--- src/rtl/layer_mem_arbiter.sv ---
// Shares one layer memory port between the compute engine and a host bus.
// The engine has priority, bounded by a host starvation limit and a host burst limit.
module layer_mem_arbiter #(
  parameter int HOST_MAX_BURST = 4,
  parameter int STARVE_LIM     = 8
) (
  input  logic        clk,
  input  logic        reset,
  input  logic        e_cwr,
  input  logic        e_crd,
  input  logic        e_csel,
  input  logic [11:0] e_caddr_wr,
  input  logic [11:0] e_caddr_rd,
  input  logic [12:0] e_cdata_wr,
  output logic [12:0] e_cdata_rd,
  output logic        e_stall,
  input  logic        h_req,
  input  logic        h_we,
  input  logic        h_sel,
  input  logic [11:0] h_addr,
  input  logic [12:0] h_wdata,
  output logic        h_gnt,
  output logic        h_rvalid,
  output logic [12:0] h_rdata,
  output logic        mem_cwr,
  output logic        mem_crd,
  output logic        mem_csel,
  output logic [11:0] mem_caddr_wr,
  output logic [11:0] mem_caddr_rd,
  output logic [12:0] mem_cdata_wr,
  input  logic [12:0] mem_cdata_rd
);

  typedef enum logic {
    ENG_OWN  = 1'b0,
    HOST_OWN = 1'b1
  } state_t;

  localparam logic [3:0] STARVE_LAST = 4'(STARVE_LIM - 1);
  localparam logic [3:0] BURST_LAST  = 4'(HOST_MAX_BURST - 1);

  state_t     state;
  state_t     next_state;
  logic [3:0] starve_cnt;
  logic [3:0] burst_cnt;
  logic       e_req;
  logic       host_view;
  logic       host_rd_gnt;

  assign e_req       = e_cwr | e_crd;
  // Reset forces the engine view onto the outputs even if the state is still HOST_OWN.
  assign host_view   = (state == HOST_OWN) && !reset;
  assign host_rd_gnt = host_view & h_req & ~h_we;
  assign e_cdata_rd  = mem_cdata_rd;

  // Limits compare with >= so a counter that saturated during an unlimited host run still releases.
  always_comb begin
    next_state = state;
    if (state == ENG_OWN) begin
      if (h_req && (!e_req || starve_cnt >= STARVE_LAST))
        next_state = HOST_OWN;
    end else begin
      if (!h_req || (e_req && burst_cnt >= BURST_LAST))
        next_state = ENG_OWN;
    end
  end

  always_comb begin
    mem_cwr      = e_cwr;
    mem_crd      = e_crd;
    mem_csel     = e_csel;
    mem_caddr_wr = e_caddr_wr;
    mem_caddr_rd = e_caddr_rd;
    mem_cdata_wr = e_cdata_wr;
    h_gnt        = 1'b0;
    e_stall      = 1'b0;
    if (host_view) begin
      mem_cwr      = h_req & h_we;
      mem_crd      = h_req & ~h_we;
      mem_csel     = h_sel;
      mem_caddr_wr = h_addr;
      mem_caddr_rd = h_addr;
      mem_cdata_wr = h_wdata;
      h_gnt        = h_req;
      e_stall      = 1'b1;
    end
  end

  always_ff @(posedge clk) begin
    if (reset) begin
      state      <= ENG_OWN;
      starve_cnt <= 4'd0;
      burst_cnt  <= 4'd0;
      h_rvalid   <= 1'b0;
      h_rdata    <= 13'd0;
    end else begin
      state    <= next_state;
      h_rvalid <= host_rd_gnt;
      if (host_rd_gnt)
        h_rdata <= mem_cdata_rd;

      if ((state == ENG_OWN && next_state == HOST_OWN) || !h_req)
        starve_cnt <= 4'd0;
      else if (state == ENG_OWN && e_req && starve_cnt != 4'hF)
        starve_cnt <= starve_cnt + 4'd1;

      // Zero for the whole engine-owned period, so every host run starts counting from 0.
      if (state == ENG_OWN || next_state == ENG_OWN)
        burst_cnt <= 4'd0;
      else if (h_req && burst_cnt != 4'hF)
        burst_cnt <= burst_cnt + 4'd1;
    end
  end

endmodule
--- config.mk ---
export PLATFORM = sky130hd
export DESIGN_NAME = layer_mem_arbiter
export DESIGN_NICKNAME = d
export VERILOG_FILES = /design/src/rtl/layer_mem_arbiter.sv
export SDC_FILE = /design/constraint.sdc
export NUM_CORES = 1
export LEC_CHECK = 0
export CORE_ASPECT_RATIO = 1.75
export CORE_MARGIN = 2
export CORE_UTILIZATION = 27
export CTS_BUF_LIST = sky130_fd_sc_hd__clkbuf_4 sky130_fd_sc_hd__clkbuf_8
export CTS_CLUSTER_SIZE = 28
export DETAILED_ROUTE_END_ITERATION = 10
export HOLD_SLACK_MARGIN = 0.08
export PLACE_DENSITY = 0.88
export SETUP_SLACK_MARGIN = 0.5
export SLEW_MARGIN = 20
export SYNTH_ARGS = -nofsm -noshare
export SYNTH_HDL_FRONTEND = slang
export SYNTH_SLANG_ARGS = --single-unit
export TNS_END_PERCENT = 5
--- constraint.sdc ---
create_clock -name clk -period 1.4 [get_ports clk]
set_input_delay 0.21 -clock clk [delete_from_list [all_inputs] [get_ports clk]]
set_output_delay 0.21 -clock clk [all_outputs]
set_load 0.02 [all_outputs]
==> impl_summary.txt <==
----------------------------------------------------
[Run status]
  Status ... finished with violations
  Failing checks ... setup timing

[Clock tree]
  CTS H-tree lvls ... 1
  # clock sinks ... 23
  Clock latency at the later pin of the worst-skew pair ... 0.28 ns
  Master cell of the clock root buffer ... sky130_fd_sc_hd__clkbuf_8
  TritonCTS clock tree ... built
  Clock-pin slew of the registers on the worst-case setup and hold paths ... 0.08 ns
  Post-cts hold buffer count ... 0
  Total CTS buffers ... 3
  Maximum clock path buffer count ... 2

[Logic synthesis]
  Adder and majority cell fraction of the synthesized area ... 0.0165
  Post-synthesis xor/xnor area fraction ... 0
  Post-synthesis compound-gate area fraction ... 0.152
  Basic-gate share of the synthesized area counting and, or, nand and nor cells ... 0.415
  Combinational family with the most area after synthesis ... simple AND/OR/NAND/NOR gates
  Post-Syn Nets ... around 330
  Yosys Warn Count ... 0
  Summed instance area of the synthesized netlist ... 0.00152 mm²
  FF+latch count, synth ... 23
  Number of standard cells after synthesis ... 240
  Avg Synthesized Cell Area ... ~6.3 µm²
  Proportion of synthesized chip area in sequential cells ... 0.303
  Count of unique library cells instantiated by Yosys ... 31
  Mux cell area share after synthesis ... 0

[Critical path]
  Critical path start-end classification ... reg -> out
  Arrival time at the worst endpoint ... 1.34 ns
  CP top delay family ... buffers and inverters
  Critical-path cell list ... nand2b_4 > buf_6 > buf_6 > a22o_4 > buf_6
  Delay of the slowest critical-path stage ... ~0.36 ns
  Required time reported for the critical path endpoint ... 1.19 ns
  Worst setup path startpoint ... state
  Nature of the critical path startpoint ... flop
  Kind of end point of the critical path ... output pin
  Largest fanout on the critical path ... 5
  Most repeated library cell on the critical path ... sky130_fd_sc_hd__buf_6
  Crit path max-delay cell type ... sky130_fd_sc_hd__dfxtp_2
  Buffer and inverter count on the worst path ... 3
  Startpoint of the lowest-slack register-to-register path ... state

[Floorplanning]
  Effective utilization at floorplan ... 0.277
  Area inside the core boundary ... 0.00550 mm²
  Horizontal die dimension ... 60.7 µm
  Num ports ... around 150
  Chip height ... 103 µm
  Floorplan row count ... 36
  Die Area ... 0.00627 mm²

[STA]
  Worst-margin pin slew ... 0.339 ns
  Setup TNS ... -4.34 ns
  Part of the cycle the worst path needs ... 1.11
  Post-route minimum period ... ~1.5 ns
  Hold violation count in the final report ... 0
  Relative max-transition margin ... 0.772
  Fmax ... 646 MHz
  RSZ-0062 raised after global routing ... true
  Setup violators final ... 41
  Final Worst Setup Slack ... -0.148 ns
  Max Transition Viols Final ... 0
  Worst clock skew on the final layout ... 0.00755 ns

[Routing]
  Number of DRC violations after detailed-routing iteration 0 ... 102
  Iteration count of the initial detailed-routing pass ... 4
  Final antenna-violating net count ... 0
  Post-DR vias/cell ... 4.85
  Via count ... 2,318
  Average wire per standard cell ... 16.8 µm
  Remaining design rule violation count ... 0
  Final Routed Wirelength ... approximately 8 mm

[Power]
  Maximum vdd drop ... 0.686 mV
  Switching portion of total power ... 0.321
  Net switching power figure ... 0.627 mW
  Pleak ... 1.69 nW
  Clock share of power ... 0.224
  Ratio of total power to cell area ... 524 mW/mm²
  Seq pwr share ... 0.338
  Comb pwr share ... 0.437
  Int Pwr ... 1.32 mW

[Cells and area]
  Ant. Diodes ... 0
  Growth of design area from synthesis to finish ... 145%
  Layout cell share with drive strength beyond 1 ... 0.498
  Post-route standard cell area excluding fillers ... 0.00372 mm²
  Layout Nets ... 488

[Hold path]
  Worst hold start ... mem_cdata_rd[2]
  Classification of the worst-slack hold path ... in -> reg

[Placement]
  Placer congestion estimate ... slightly above 0.8
  Post-detailed-placement half-perimeter wirelength ... 5.61 mm
  Placement Cell Area ... roughly 0.0033 mm²
  Total of buffers placed on input and output ports ... between 150 and 200

[Job]
  Maximum capacitance violations ... 0

[Global routing]
  Overall overflow remaining after global route ... 0
  Via count of the first global-routing pass ... around 2,300
  All-Layer GR Usage ... 0.238
  First-pass GRT wire length ... about 11 mm
  Number of antenna violations at the first check in global routing ... 0
  Largest net degree at the start of global routing ... 16

----------------------------------------------------
==> layout make-up <==
| cell class | count | area [µm²] |
|---|---|---|
| multi-input combinational | 189 | 1200 |
| timing repair inverter | 1 | 16.3 |
| clock inverter | 1 | 7.51 |
| sequential | 23 | 497 |
| fill | 420 | 1770 |
| timing repair buffer | 181 | 1830 |
| tap | 76 | 95.1 |
| inverter | 4 | 31.3 |
| clock buffer | 3 | 41.3 |
==> layer usage <==
| metal | up-vias | GRT usage | share of wire |
|---|---|---|---|
| li1 | 1095 | - | - |
| met1 | 1062 | 0.230 | 0.34 |
| met2 | 151 | 0.432 | 0.49 |
| met3 | 10 | 0.137 | 0.16 |
| met4 | 0 | 0.0452 | 0.012 |
| met5 | - | 0 | 0 |
==> Yosys cell counts (all sizes together) <==
| cell type | count | share of area |
|---|---|---|
| and3 | 2 | 0.0082 |
| nand2b | 2 | 0.0082 |
| a2111oi | 1 | 0.0099 |
| inv | 4 | 0.0099 |
| nand3b | 4 | 0.020 |
| or3 | 2 | 0.0082 |
| nand4bb | 1 | 0.011 |
| nand3 | 3 | 0.0099 |
| nor2 | 2 | 0.0049 |
| dfxtp | 23 | 0.30 |
| a31oi | 1 | 0.0041 |
| nor4b | 1 | 0.0058 |
| nor3 | 2 | 0.0066 |
| a21oi | 17 | 0.056 |
| a22o | 1 | 0.0058 |
| o32ai | 1 | 0.0058 |
| o21ai | 5 | 0.016 |
| a211oi | 3 | 0.018 |
| buf | 21 | 0.096 |
| o21ba | 2 | 0.013 |
| ha | 2 | 0.016 |
| nand2 | 133 | 0.33 |
| a21o | 1 | 0.0049 |
| nand4 | 1 | 0.0041 |
| o21bai | 1 | 0.012 |
| a41oi | 1 | 0.0058 |
| clkbuf | 3 | 0.0074 |
==> final timing paths <==
check | to | slack [ns] | depth (start not counted)
worst max-delay path | mem_cwr | -0.15 | 5
worst min-delay path | h_rdata[2] | 0.33 | 3
worst max register to register | starve_cnt[0] | 0.06 | 4
worst min register to register | h_rdata[2] | 0.47 | 2
==> logic make-up (layout without fill, tap and decap cells) <==
kind of cell	count (synthesis)	after routing
AO/OA/AOI/OAI	34	34
AND/OR/NAND/NOR	153	153
buffers and inverters	28	190
adder cells (fa/ha/maj)	2	2
flip-flops	23	23
==> power by group through the flow <==
stage                     clock [mW]  combinational, mW  sequential (mW)
after floorplan                    0              0.307            0.682
after global placement             0              0.785            0.680
after detailed placement           0              0.787            0.681
after CTS                      0.439              0.810            0.661
after global routing           0.471              0.904            0.661
final                          0.438              0.853            0.660
==> registers in the layout, indices dropped and copies added (netlist names) <==
signal / flops
h_rvalid: 1
burst_cnt: 4
h_rdata: 13
state: 1
starve_cnt: 4
==> cell usage in the layout, fill, tap and decap left out, drive strengths merged <==
| cell | instances |
|---|---|
| nand2 | 133 |
| buf | 97 |
| clkdlybuf4s50 | 66 |
| dfxtp | 23 |
| a21oi | 17 |
| dlygate4sd2 | 16 |
| o21ai | 5 |
| inv | 5 |
| nand3b | 4 |
| clkbuf | 4 |
| a211oi | 3 |
| nand3 | 3 |
| nor3 | 2 |
| and3 | 2 |
| ha | 2 |
| nand2b | 2 |
| nor2 | 2 |
| o21ba | 2 |
| or3 | 2 |
| nand4bb | 1 |
| a22o | 1 |
| o32ai | 1 |
| a21o | 1 |
| o21bai | 1 |
| a41oi | 1 |
| a2111oi | 1 |
| nand4 | 1 |
| a31oi | 1 |
| nor4b | 1 |
| clkinvlp | 1 |
| bufbuf | 1 |
==> repair_timing <==
| action | in CTS | in global routing |
|---|---|---|
| resized for setup | 443 | 41 |
| endpoints found under the setup margin | 92 | 79 |
| setup buffers | 3 | 1 |
| hold endpoints to repair | 0 | 0 |
| pin swaps | 19 | 16 |
| gates cloned | 2 | 1 |
==> stage by stage <==
step / setup slack (ns) / power, mW / utilization / std cells / hold slack [ns]
after floorplan: 0.151 / 0.989 / - / 240 / 0.279
after global placement: -0.666 / 1.47 / 0.599 / 467 / 0.441
after detailed placement: -0.689 / 1.47 / 0.599 / 467 / 0.449
after CTS: -0.133 / 1.91 / 0.648 / 476 / 0.329
after global routing: -0.203 / 2.04 / 0.678 / 478 / 0.354
final: -0.148 / 1.95 / 0.678 / 478 / 0.331
==> worst min-delay path, cell delays in order <==
cell and delay [ns]:
sky130_fd_sc_hd__dlygate4sd2_1 0.25, sky130_fd_sc_hd__nand2_1 0.06, sky130_fd_sc_hd__a21oi_1 0.05
Note: power is estimated with default switching activity, not from simulation.
